===== config.mk =====
export PLATFORM = sky130hd
export DESIGN_NAME = quad_step_decoder
export DESIGN_NICKNAME = d
export VERILOG_FILES = /design/src/rtl/quad_step_decoder.sv
export SDC_FILE = /design/constraint.sdc
export NUM_CORES = 1
export LEC_CHECK = 0
export CAP_MARGIN = 25
export CORE_UTILIZATION = 35
export DETAILED_ROUTE_END_ITERATION = 7
export PLACE_DENSITY_LB_ADDON = 0.2
export SYNTH_ARGS = -nofsm -noshare
export SYNTH_HDL_FRONTEND = slang
export SYNTH_SLANG_ARGS = --single-unit

===== constraint.sdc =====
create_clock -name clk -period 2.25 [get_ports clk]
set_input_delay 0.225 -clock clk [delete_from_list [all_inputs] [get_ports clk]]
set_output_delay 0.225 -clock clk [all_outputs]
set_load 0.02 [all_outputs]

===== src/rtl/quad_step_decoder.sv =====
// Quadrature step decoder: synchronises and glitch-filters A/B/index, then turns
// filtered Gray transitions into step, index-load and illegal-transition pulses.
//
// state | meaning
// PRIME | post-reset settle; filtered levels seeded straight from the synchronisers
// TRACK | filtered A/B compared cycle to cycle for steps, errors and index loads
module quad_step_decoder #(
    parameter int SYNC_STAGES = 2,
    parameter int FILT_CYCLES = 4,
    parameter int ERR_CNT_W   = 8
) (
    input  logic                 clk,
    input  logic                 rst,
    input  logic                 qa,
    input  logic                 qb,
    input  logic                 idx,
    output logic                 step_en,
    output logic                 step_up,
    output logic                 load_req,
    output logic                 err_pulse,
    output logic [ERR_CNT_W-1:0] err_cnt,
    output logic [1:0]           state_ab
);
    localparam int CNT_W = (FILT_CYCLES > 1) ? $clog2(FILT_CYCLES) : 1;
    localparam logic [CNT_W-1:0] CNT_LAST = CNT_W'(FILT_CYCLES - 1);

    typedef enum logic {
        PRIME = 1'b0,
        TRACK = 1'b1
    } state_t;

    state_t                   state_q, state_d;
    logic [SYNC_STAGES-1:0]   sync_a, sync_b, sync_i;
    logic [2:0]               raw_s;
    logic [2:0]               filt_q, filt_d;
    logic [2:0]               prev_q, prev_d;
    logic [2:0][CNT_W-1:0]    fcnt_q, fcnt_d;
    logic [CNT_W-1:0]         prime_q, prime_d;
    logic                     step_en_d, step_up_d, load_req_d, err_pulse_d;
    logic [ERR_CNT_W-1:0]     err_cnt_d;

    always_ff @(posedge clk or posedge rst) begin
        if (rst) begin
            sync_a <= '0;
            sync_b <= '0;
            sync_i <= '0;
        end else begin
            sync_a <= {sync_a[SYNC_STAGES-2:0], qa};
            sync_b <= {sync_b[SYNC_STAGES-2:0], qb};
            sync_i <= {sync_i[SYNC_STAGES-2:0], idx};
        end
    end

    // Channel packing used throughout: bit 2 = A, bit 1 = B, bit 0 = index.
    assign raw_s    = {sync_a[SYNC_STAGES-1], sync_b[SYNC_STAGES-1], sync_i[SYNC_STAGES-1]};
    assign state_ab = filt_q[2:1];

    always_comb begin
        state_d     = state_q;
        filt_d      = filt_q;
        prev_d      = prev_q;
        fcnt_d      = fcnt_q;
        prime_d     = prime_q;
        step_en_d   = 1'b0;
        step_up_d   = step_up;
        load_req_d  = 1'b0;
        err_pulse_d = 1'b0;
        err_cnt_d   = err_cnt;

        case (state_q)
            PRIME: begin
                if (prime_q == CNT_LAST) begin
                    filt_d  = raw_s;
                    prev_d  = raw_s;
                    fcnt_d  = '0;
                    state_d = TRACK;
                end else begin
                    prime_d = prime_q + CNT_W'(1);
                end
            end
            TRACK: begin
                for (int ch = 0; ch < 3; ch++) begin
                    if (raw_s[ch] != filt_q[ch]) begin
                        if (fcnt_q[ch] == CNT_LAST) begin
                            filt_d[ch] = raw_s[ch];
                            fcnt_d[ch] = '0;
                        end else begin
                            fcnt_d[ch] = fcnt_q[ch] + CNT_W'(1);
                        end
                    end else begin
                        fcnt_d[ch] = '0;
                    end
                end
                prev_d = filt_q;

                case ({prev_q[2:1], filt_q[2:1]})
                    4'b00_10, 4'b10_11, 4'b11_01, 4'b01_00: begin
                        step_en_d = 1'b1;
                        step_up_d = 1'b1;
                    end
                    4'b00_01, 4'b01_11, 4'b11_10, 4'b10_00: begin
                        step_en_d = 1'b1;
                        step_up_d = 1'b0;
                    end
                    4'b00_11, 4'b11_00, 4'b10_01, 4'b01_10: begin
                        err_pulse_d = 1'b1;
                        if (err_cnt != '1)
                            err_cnt_d = err_cnt + ERR_CNT_W'(1);
                    end
                    default: ;
                endcase

                if (filt_q[0] && !prev_q[0] && (filt_q[2:1] == 2'b00))
                    load_req_d = 1'b1;
            end
            default: state_d = PRIME;
        endcase
    end

    always_ff @(posedge clk or posedge rst) begin
        if (rst) begin
            state_q   <= PRIME;
            filt_q    <= '0;
            prev_q    <= '0;
            fcnt_q    <= '0;
            prime_q   <= '0;
            step_en   <= 1'b0;
            step_up   <= 1'b0;
            load_req  <= 1'b0;
            err_pulse <= 1'b0;
            err_cnt   <= '0;
        end else begin
            state_q   <= state_d;
            filt_q    <= filt_d;
            prev_q    <= prev_d;
            fcnt_q    <= fcnt_d;
            prime_q   <= prime_d;
            step_en   <= step_en_d;
            step_up   <= step_up_d;
            load_req  <= load_req_d;
            err_pulse <= err_pulse_d;
            err_cnt   <= err_cnt_d;
        end
    end
endmodule


; ---- Word-level counts from Yosys, hierarchy flattened
; Cells that the tools add are included.
[word_totals]
regBits = 33
in_bits = 5
output_inout_bits = 14
word_cells = 92
[op_classes]
n_addsub = 5
eq_ne = 27
n_mux = 26
bitwise_logic = 2
n_reduce_logical = 15
[ops]
columns = operator, count
row1 = == test 4 bit (second input constant), 6
row2 = 2-to-1 mux 1 bit, 14
row3 = == test 4 x 3 -> 1 bit (second input constant), 3
row4 = 2-to-1 mux 2 bit, 6
row5 = != test 2 x 1 -> 1 bit (second input constant), 6
row6 = one-hot mux 3 bit (2 select lines), 2
row7 = one-hot mux 6 bit (2 select lines), 1
row8 = AND reduction 3 bit, 4
row9 = OR reduction 4 bit, 3
row10 = adder 2 x 1 -> 2 bit (second input constant), 4
row11 = adder 8 x 1 -> 8 bit (second input constant), 1
row12 = == test 2 bit (second input constant), 4
row13 = == test 4 x 2 -> 1 bit (second input constant), 2
row14 = != test 8 bit (second input constant), 1
row15 = OR reduction 8 bit, 1
row16 = 2-to-1 mux 6 bit, 1
row17 = == test 4 x 1 -> 1 bit (second input constant), 1
row18 = AND reduction 2 bit, 2
row19 = 2-to-1 mux 3 bit, 1
row20 = != test 1 bit, 3
row21 = logical AND 1 bit, 2
row22 = logical NOT 2 bit, 1
row23 = != test 2 bit (second input constant), 1
row24 = NOT 1 bit, 2
row25 = other kinds (3), 3

; ---- Depth between registers and ports, before layout
[depth]
word_depth = 5
depth_mapped = 5

; ---- Least setup slack after synthesis
; OpenSTA, ideal clock, no wires.
[synth_timing]
path_kind = reg-to-reg
from = reg filt_q[2]
to = reg err_cnt[1]
arrival_ns = 1.469
t_required_ns = 2.123
slack_ns = 0.653
path_stages_with_launch = 6
n_path_buf = 1
cell_sequence = dfrtp_1 buf_4 xnor2_1 nor3_4 o21a_2 mux2_1
[synth_via]
elab_chain_len = 3
elab_cells_between_ends = 6
cone_classes = eq/ne: 4 / reduce/logical: 2
[synth_rtl]
columns = item, line_no
row1 = start: declaration, 35  ; logic [2:0] filt_q, filt_d;
row2 = start signal: assignment, 134  ; filt_q <= filt_d;
row3 = == test 4 x 2 -> 1 bit (tied with other cells), 96  ; case ({prev_q[2:1], filt_q[2:1]})
row4 = OR reduction 4 bit (*), 96
row5 = AND reduction 3 bit (no line) (*), -
row6 = end signal: assignment, 142  ; err_cnt <= err_cnt_d;
row7 = end: declaration, 21  ; output logic [ERR_CNT_W-1:0] err_cnt,
; Every way passes the cells marked *; elsewhere a longest branch is shown, timed or not.
; A chain may end at the register's enable or synchronous reset.

; ---- Worst setup path in the final report
; Same ends and word-level chain as after synthesis.

==> results.py <==
metrics = {
    "cts": {
        "post_cts_buffers": 0,
        "post_cts_resize_count": 0,
        "htree_num_levels": 2,
        "clk_pin_slew_ns": 0.07,
        "cts_tree": "built",
        "clk_path_buf_depth": 2,
        "clock_sink_count": 33,
        "root_buffer": "sky130_fd_sc_hd__clkbuf_8",
        "worst_skew_pair.late_latency_ns": 0.28,
        "postCtsHoldBufs": 0,
        "tritoncts.num_buffers": 5,
    },
    "die": {
        "horizontal_die_dimension_um": 65.90,
        "placementRows": 22,
        "vertical_die_dimension_um": 65.90,
        "core_um2": 3799,
        "num_io_pins": 19,
        "initial_core_util_pct": 37.62,
        "floorplan.die_area_um2": 4342,
    },
    "worst_setup_path": {
        "cpLargestDelayFamily": "flip-flops",
        "timing.critical_path.required_ns": 2.41,
        "cp-startpoint": "filt_q[2]",
        "crit_path_end_kind": "register",
        "timing_worst_setup_path_type": "register to register",
        "worst-path-max-fanout": 9,
        "r2r.worst_path.cells": 4,
        "start_kind": "register",
        "critical_path.cell_chain": "xnor2_1 -> nor3_4 -> o21a_2 -> mux2_1",
        "timing.critical_path.arrival_ns": 1.85,
        "cp_slowest_cell": "sky130_fd_sc_hd__dfrtp_1",
        "reg2reg_from": "filt_q[2]",
        "crit_path_max_incr_delay_ns": 0.47,
        "reg2reg_slack_ns": 0.56,
        "crit-reg2reg-capture": "err_cnt[1]",
        "cp.buffers_inverters": 0,
    },
    "pwr": {
        "p_int_mw": 1.624,
        "p_comb_share_pct": 37.5,
        "seqPwrFrac_pct": 39.6,
        "power.clock.fraction_pct": 22.9,
        "power_leakage_nw": 0.7711,
        "p_sw_uw": 863.1,
        "switching_share_pct": 34.70,
        "vdd.ir_drop.worst_v": 0.0005106,
        "finalPower_mw": 2.487,
        "cellPowerDensity_nw_per_um2": 1403,
    },
    "yosys": {
        "synth-seq-area-share_pct": 57.79,
        "synth.net_count": 129,
        "netlist_instances": 119,
        "netlist_area_um2": 1429,
        "ys_seq_elements": 33,
        "synth_area_per_cell_um2": 12.01,
        "ys_types": 26,
        "ys_warn_count": 0,
    },
    "grt": {
        "grt_max_degree": 34,
        "grt.overflow.total": 0,
        "first_global_vias": 901,
        "grt_antenna_before_repair": 0,
        "global_route.usage.total_pct": 13.05,
        "wire_length_of_the_first_global_routing_pass_um": 4084,
    },
    "timing": {
        "slew_at_the_pin_closest_to_its_max_slew_limit_ns": 0.4025,
        "hold-worst-slack_ns": 0.3227,
        "rsz_0062_raised_after_global_routing": "false",
        "hold_violations": 0,
        "setup_total_neg_slack_ns": 0,
        "setup_violators_final": 0,
        "post-route-worst-setup-slack_ns": 0.5594,
        "slew-limit-headroom_pct": 73.17,
        "final_period_minus_worst_setup_slack_ns": 1.691,
        "timing.fmax_mhz": 591.5,
        "timing.clock.skew_ns": 0.007455,
        "slew_violations": 0,
        "period_share_pct": 75.14,
    },
    "placed_design": {
        "gp_congestion": 0.7204,
        "port-buffer-count": 18,
        "dpl-instance-area_um2": 1657,
        "detailed_place_hpwl_um": 1677,
        "placement.setup.worst_slack_ns": 0.5672,
        "post-place-cells": 182,
    },
    "finish": {
        "final_net_count": 151,
        "area_delta_synth_final_pct": 24.08,
        "most-common-layout-cells": "33 x sky130_fd_sc_hd__dfrtp_1, 18 x sky130_fd_sc_hd__clkdlybuf4s50_1, 8 x sky130_fd_sc_hd__nand2_1, 8 x sky130_fd_sc_hd__a21oi_1, 7 x sky130_fd_sc_hd__o21ai_0",
        "final_layout_size_suffix_gt1_share_pct": 10.56,
        "final_non_filler_cell_total": 190,
        "mostFrequentLayoutCell": "sky130_fd_sc_hd__dfrtp_1",
        "diodes": 0,
        "post_route_standard_cell_area_excluding_fillers_um2": 1773,
        "utilization_pct": 46.67,
    },
    "route": {
        "remaining_drc_errors": 0,
        "vias": 927,
        "post_drt_wl_per_cell_um": 12.39,
        "drt.antenna.violating_nets": 0,
        "drtPass1Iterations": 6,
        "avgViaCountPerCell": 4.879,
        "finalWirelength_um": 2354,
        "drt_iter0_markers": 98,
    },
    "min_path": {
        "worstHoldPathType": "primary input to asynchronous set/reset pin",
    },
    "run": {
        "max_cap_viol_count": 0,
    },
    "run_status": {
        "outcome": "finished clean",
    },
}
-- cell type report --
class | instances | area [µm²]
clock buffers | 7 | 86.33
flip-flops and latches | 33 | 825.8
repair buffers | 21 | 202.7
multi-input cells | 76 | 553.0
inverters | 4 | 15.01
clock inverters | 1 | 30.03
well taps | 48 | 60.06
fillers | 356 | 2026
-- synthesized netlist by cell type --
master	n	area share (%)
sky130_fd_sc_hd__dfrtp_1	33	58
sky130_fd_sc_hd__a21oi_1	8	2.8
sky130_fd_sc_hd__nand2_1	8	2.1
sky130_fd_sc_hd__o21ai_0	7	2.5
sky130_fd_sc_hd__nor2_1	6	1.6
sky130_fd_sc_hd__xnor2_1	6	3.7
sky130_fd_sc_hd__ha_1	5	4.4
sky130_fd_sc_hd__mux2_1	5	3.9
sky130_fd_sc_hd__xor2_1	5	3.1
sky130_fd_sc_hd__a31oi_1	3	1.3
sky130_fd_sc_hd__a32o_1	3	2.1
sky130_fd_sc_hd__buf_4	3	1.6
sky130_fd_sc_hd__inv_1	3	0.79
sky130_fd_sc_hd__mux2i_1	3	2.1
sky130_fd_sc_hd__nand3b_1	3	1.6
sky130_fd_sc_hd__nand4_1	3	1.3
sky130_fd_sc_hd__and3_1	2	0.88
sky130_fd_sc_hd__clkbuf_1	2	0.53
sky130_fd_sc_hd__mux2_2	2	1.6
sky130_fd_sc_hd__nand3_1	2	0.70
sky130_fd_sc_hd__nor2b_1	2	0.88
sky130_fd_sc_hd__buf_2	1	0.35
sky130_fd_sc_hd__inv_2	1	0.26
sky130_fd_sc_hd__nor3_4	1	1.1
sky130_fd_sc_hd__o211ai_1	1	0.53
sky130_fd_sc_hd__o21a_2	1	0.61
-- registers in the layout, indices dropped and copies added, names as in the netlist --
| register | flops |
|---|---|
| err_cnt | 8 |
| fcnt_q | 6 |
| filt_q | 3 |
| prev_q | 3 |
| prime_q | 2 |
| sync_a | 2 |
| sync_b | 2 |
| sync_i | 2 |
| err_pulse | 1 |
| load_req | 1 |
| state_q | 1 |
| step_en | 1 |
| step_up | 1 |
-- layer usage --
metal / part of all wire [%] / global-route usage (%)
met5: 0 / 0
met4: 1.7 / 5.707
met3: 5.0 / 6.207
met2: 48 / 19.90
met1: 45 / 15.50
-- power by group through the flow --
stage / Combinational [mW] / Sequential, mW / Clock [mW]
after floorplan: 0.599 / 1.04 / 0
after global placement: 0.929 / 0.987 / 0
after detailed placement: 0.949 / 0.997 / 0
after CTS: 0.951 / 0.987 / 0.589
after global routing: 1.05 / 1.02 / 0.617
final: 0.933 / 0.984 / 0.570
-- how the worst max path moves through the flow --
stage,to,slack [ns],cells past startpoint
finish,err_cnt[1],0.56,4
floorplan,err_cnt[1],0.65,5
CTS,err_cnt[1],0.54,4
global placement,err_cnt[1],0.59,4
detailed placement,err_cnt[1],0.57,4
global route,err_cnt[1],0.45,4
-- worst min-delay path, delay by kind of cell --
family	cells	cell delay (ns)
buffers and inverters	3	0.80
-- kinds of logic (layout without fill, tap and decap cells) --
kind of cell             count (synthesis)  count (layout)  share of synthesized area [%]
XOR/XNOR                                11              11                          6.742
multiplexers                            10              10                          7.618
flip-flops                              33              33                          57.79
AND/OR/NAND/NOR                         27              27                          10.16
AO/OA/AOI/OAI                           23              23                          9.808
buffers and inverters                   10              33                          3.502
adder cells (fa/ha/maj)                  5               5                          4.378
No activity file was read; power rests on OpenSTA's default activity.
